### src/rtl/fifo_pkg.sv
// Shared helpers for the dual-clock FIFO read and write logic.
// Gray/binary converters work on vectors up to GW bits, zero-extended.
package fifo_pkg;

    localparam int PTR_SZ_DEF = 2;
    localparam int GW = 16;

    typedef logic [GW-1:0] gvec_t;

    function automatic gvec_t bin2gray(input gvec_t b);
        return b ^ (b >> 1);
    endfunction

    // Zero upper bits fold through harmlessly, so any width <= GW works.
    function automatic gvec_t gray2bin(input gvec_t g);
        gvec_t b;
        b[GW-1] = g[GW-1];
        for (int i = GW - 2; i >= 0; i--) begin
            b[i] = b[i+1] ^ g[i];
        end
        return b;
    endfunction

endpackage

### src/rtl/fifo_ptr_sync.sv
// Two-flop synchronizer for a Gray-coded FIFO pointer.
// Shared by the read and write sides of the dual-clock FIFO.
module fifo_ptr_sync #(
    parameter int W = 3
) (
    input  logic         clk,
    input  logic         rst,
    input  logic [W-1:0] d,
    output logic [W-1:0] q
);

    logic [W-1:0] meta;

    always_ff @(posedge clk or negedge rst) begin
        if (!rst) begin
            meta <= '0;
            q    <= '0;
        end else begin
            meta <= d;
            q    <= meta;
        end
    end

endmodule

### src/rtl/fifo_read_logic.sv
// Read-side pointer, empty flag and Gray pointer export for the async FIFO.
// Optional read-side occupancy output enabled by FIFO_RD_LEVEL_EN.
module fifo_read_logic
    import fifo_pkg::*;
#(
    parameter int PTR_SZ = PTR_SZ_DEF
) (
    input  logic              clk,
    input  logic              rst,
    input  logic              rinc,
    input  logic [PTR_SZ:0]   waddr_gray,
    output logic              rempty,
    output logic              read_en,
    output logic [PTR_SZ-1:0] raddr,
    output logic [PTR_SZ:0]   raddr_gray
`ifdef FIFO_RD_LEVEL_EN
    ,
    output logic [PTR_SZ:0]   rlevel
`endif
);

    localparam int PW = PTR_SZ + 1;

    logic [PTR_SZ:0] rbin;
    logic [PTR_SZ:0] rbin_next;
    logic [PTR_SZ:0] rgray_next;
    logic [PTR_SZ:0] wq2_waddr;
    logic            rd_acc;

    fifo_ptr_sync #(
        .W (PW)
    ) u_wsync (
        .clk (clk),
        .rst (rst),
        .d   (waddr_gray),
        .q   (wq2_waddr)
    );

    always_comb begin
        rd_acc     = rinc && !rempty;
        rbin_next  = rbin + PW'(rd_acc);
        rgray_next = PW'(bin2gray(gvec_t'(rbin_next)));
    end

    // Full-pointer compare: the wrap bit separates empty from full.
    always_ff @(posedge clk or negedge rst) begin
        if (!rst) begin
            rbin       <= '0;
            raddr_gray <= '0;
            rempty     <= 1'b1;
        end else begin
            rbin       <= rbin_next;
            raddr_gray <= rgray_next;
            rempty     <= (rgray_next == wq2_waddr);
        end
    end

    assign raddr   = rbin[PTR_SZ-1:0];
    assign read_en = !rempty;

`ifdef FIFO_RD_LEVEL_EN
    logic [PTR_SZ:0] wbin_sync;

    always_comb begin
        wbin_sync = PW'(gray2bin(gvec_t'(wq2_waddr)));
    end

    always_ff @(posedge clk or negedge rst) begin
        if (!rst) begin
            rlevel <= '0;
        end else begin
            rlevel <= wbin_sync - rbin_next;
        end
    end
`endif

endmodule

### config.mk
export PLATFORM = sky130hd
export DESIGN_NAME = fifo_read_logic
export DESIGN_NICKNAME = d
export VERILOG_FILES = /design/src/rtl/fifo_pkg.sv /design/src/rtl/fifo_ptr_sync.sv /design/src/rtl/fifo_read_logic.sv
export SDC_FILE = /design/constraint.sdc
export NUM_CORES = 1
export LEC_CHECK = 0
export ABC_CLOCK_PERIOD_IN_PS = 4700
export BUFFER_PORTS_ARGS = -buffer_cell sky130_fd_sc_hd__buf_2
export CAP_MARGIN = 20
export CORE_AREA = 2 2 39 41
export DETAILED_ROUTE_END_ITERATION = 7
export DIE_AREA = 0 0 41 43
export PLACE_DENSITY = 0.67
export SLEW_MARGIN = 30
export SYNTH_ARGS = -nofsm -noshare
export SYNTH_HDL_FRONTEND = slang
export SYNTH_HIERARCHICAL = 1
export SYNTH_SLANG_ARGS = --single-unit
### constraint.sdc
create_clock -name clk -period 4.7 [get_ports clk]
set_clock_uncertainty 0.2 [all_clocks]
set_input_delay 0 -clock clk [delete_from_list [all_inputs] [get_ports clk]]
set_output_delay 0 -clock clk [all_outputs]
set_load 0.01 [all_outputs]
==> impl_metrics.toml <==
[global_routing]
grt_max_degree = 12
grt_overflow = 0
antenna_found_initial = 0
grt_pass1_wl_um = 993
grt_pass1_vias = 273
grtUsageTotal_pct = 9.02

[layout]
area_growth_pct = 39.7
diodes = 0
drive_above_1_share_pct = 35.8
layout.nets = 62
nFillCells = 130
fin_cells = 69
final_cell_area_um2 = 621

[critical_path]
r2r_slack_ps = 2850
cp_num_buf_inv = 0
r2r_start = "rempty$_DFF_PN1_"
critical_path.top_delay_family = "flip-flops"
worstPathCellList = "nor2b_1 -> ha_1 -> ha_1 -> xnor2_2 -> mux2i_1 -> o2bb2ai_1"
critPathKind = "reg -> reg"
critPathSlowestCell = "dfstp_2"
cpPeakStageDelay_ps = 540
cp_max_fo = 3
timing.rr.end = "rempty$_DFF_PN1_"
path_common_cell = "ha_1"
cp-end-kind = "flip-flop"
startpoint_type = "flip-flop"
r2r_cells = 6
cp.required_ps = 4690
cp.arrival_ps = 1840

[synthesis]
netlist_instances = 30
yosysTopAreaCell = "dfrtp_1"
synth_cell_types = 15
synth_area_leaders = "dfrtp_1, dfstp_2, ha_1"
ys_seq_area_share_pct = 67.9
syn-num-nets = 38
synth.avg_cell_area_um2 = 14.8
yosys.area.top_type_share_pct = 62.0
yosys_warnings = 6
ys_seq_elements = 12
synth_ff_type = "dfrtp_1"
syn_area_um2 = 444
async_reset_ff_share_pct = 100
synth_most_common_cell = "dfrtp_1"
synth_edf_count = 0

[die]
die_h_um = 43
io_pins = 13
rows = 14
core_um2 = 1380
die_x_um = 41
dieArea_um2 = 1760
initial_core_util_pct = 32.1

[hold_path]
hp-start = "u_wsync/meta[1]$_DFF_PN0_"
holdPathEnd = "u_wsync/q[1]$_DFF_PN0_"
min_path_cells = 0
hp-class = "reg -> reg"

[route]
finalWirelength_um = 585
routedWlPerCell_um = 8.48
drcViolationCount = 0
vias_per_cell = 4.13
ant_nets = 0
drtPass1Iterations = 2
first_iter_violations = 1
num_vias = 285

[pwr]
power_density_nw_per_um2 = 566
p_leak_nw = 0.305
p_int_mw = 0.237
power_frac_comb_pct = 40.6
swShare_pct = 32.4
peakVddDrop_uv = 271
p_switching_mw = 0.114
p_total_mw = 0.351
p_clk_share_pct = 17.8
power_frac_seq_pct = 41.6

[cts]
clk_pin_slew_ps = 70
clock-sinks = 12
tritoncts = "built"
clk_latency_ps = 260
ctsResizeCount = 0
cts_setup_buffers = 0
cts-root-buf = "clkbuf_4"
numCtsBuffers = 3
clockBufferDepth = 2
htreeDepth = 1

[placement]
place_area_um2 = 524
dp_cells = 58
dp_hpwl_um = 408
gp_congestion = 0.558
portBuffers = 12

[sta]
final.period_utilization_pct = 39.3
setup_viol = 0
worst_pin_slew_ps = 469
finalHoldViolCount = 0
maxSlewHeadroom_pct = 68.6
tns_ps = 0
max_freq_mhz = 542
rsz0062_at_grt = "no"
slew_viol_final = 0
min_period_ps = 1850

[flow_run]
timing.max_cap.violations = 0

[status]
outcome = "finished clean"
[layer usage]
layer	vias to the layer above	part of all wire [%]	global-route usage, %
li1	141	-	-
met1	131	38	8.59
met2	13	54	15.0
met3	0	7.9	7.85
met4	0	0	0
met5	-	0	0
[state kept, by name, indices dropped and copies added, names as in the netlist]
| register | cells |
|---|---|
| u_wsync/meta | 3 |
| u_wsync/q | 3 |
| rempty | 1 |
| rbin | 2 |
| raddr_gray | 3 |
[stage by stage]
step | hold slack (ps) | util [%] | worst slack, ps
2_1_floorplan | -496 | - | 2910
3_3_place_gp | -317 | 37.9 | 2860
3_5_place_dp | -315 | 37.9 | 2840
4_1_cts | 155 | 44.8 | 2820
5_1_grt | 158 | 44.8 | 2680
6_report | 151 | 44.8 | 2850
[logic make-up after synthesis]
logic type	Yosys count	synth area share, %
compound gates	1	1.97
xor+xnor	4	9.58
fa+ha+maj	2	5.63
buf+inv	2	1.69
flops	12	67.9
mux	2	4.51
simple gates	7	8.73
[placed cells by master, fill, tap and decap left out, types with 2 or more instances in the layout]
master,synthesis,layout
ha_1,2,2
buf_2,0,12
dlygate4sd3_1,0,7
nand2_1,2,2
mux2i_1,2,2
and2b_1,2,2
xor2_1,2,2
clkbuf_4,0,3
dfrtp_1,11,11
[how the worst max path moves through the flow]
stage | start | to | slack, ps | cells after the start
after floorplan | rempty$_DFF_PN1_ | rempty$_DFF_PN1_ | 2910 | 6
after global placement | rempty$_DFF_PN1_ | rempty$_DFF_PN1_ | 2860 | 6
after detailed placement | rempty$_DFF_PN1_ | rempty$_DFF_PN1_ | 2840 | 6
after CTS | rempty$_DFF_PN1_ | rempty$_DFF_PN1_ | 2820 | 6
after global routing | rst | raddr_gray[0]$_DFF_PN0_ | 2680 | 4
final | rempty$_DFF_PN1_ | rempty$_DFF_PN1_ | 2850 | 6
[power by group through the flow]
| stage | combinational [mW] | clock [mW] | sequential, mW |
|---|---|---|---|
| global route | 0.161 | 0.0710 | 0.150 |
| finish | 0.142 | 0.0625 | 0.146 |
| global placement | 0.139 | 0 | 0.148 |
| floorplan | 0.0871 | 0 | 0.162 |
| CTS | 0.146 | 0.0660 | 0.147 |
| detailed placement | 0.141 | 0 | 0.149 |
[area by class of cell]
type / instances / area, um2 / area share [%]
Sequential cell: 12 / 302 / 48.6
Clock buffer: 4 / 26.3 / 4.23
Inverter: 2 / 7.51 / 1.21
Timing Repair Buffer: 19 / 130 / 21.0
Multi-Input combinational cell: 16 / 135 / 21.8
Tap cell: 16 / 20.0 / 3.23
[timing repair]
action                                  in CTS  in global routing
endpoints found under the setup margin       0                  0
hold endpoints to repair                    16                  0
hold buffers                                 7                  0
Power figures use the tool's default switching activity.
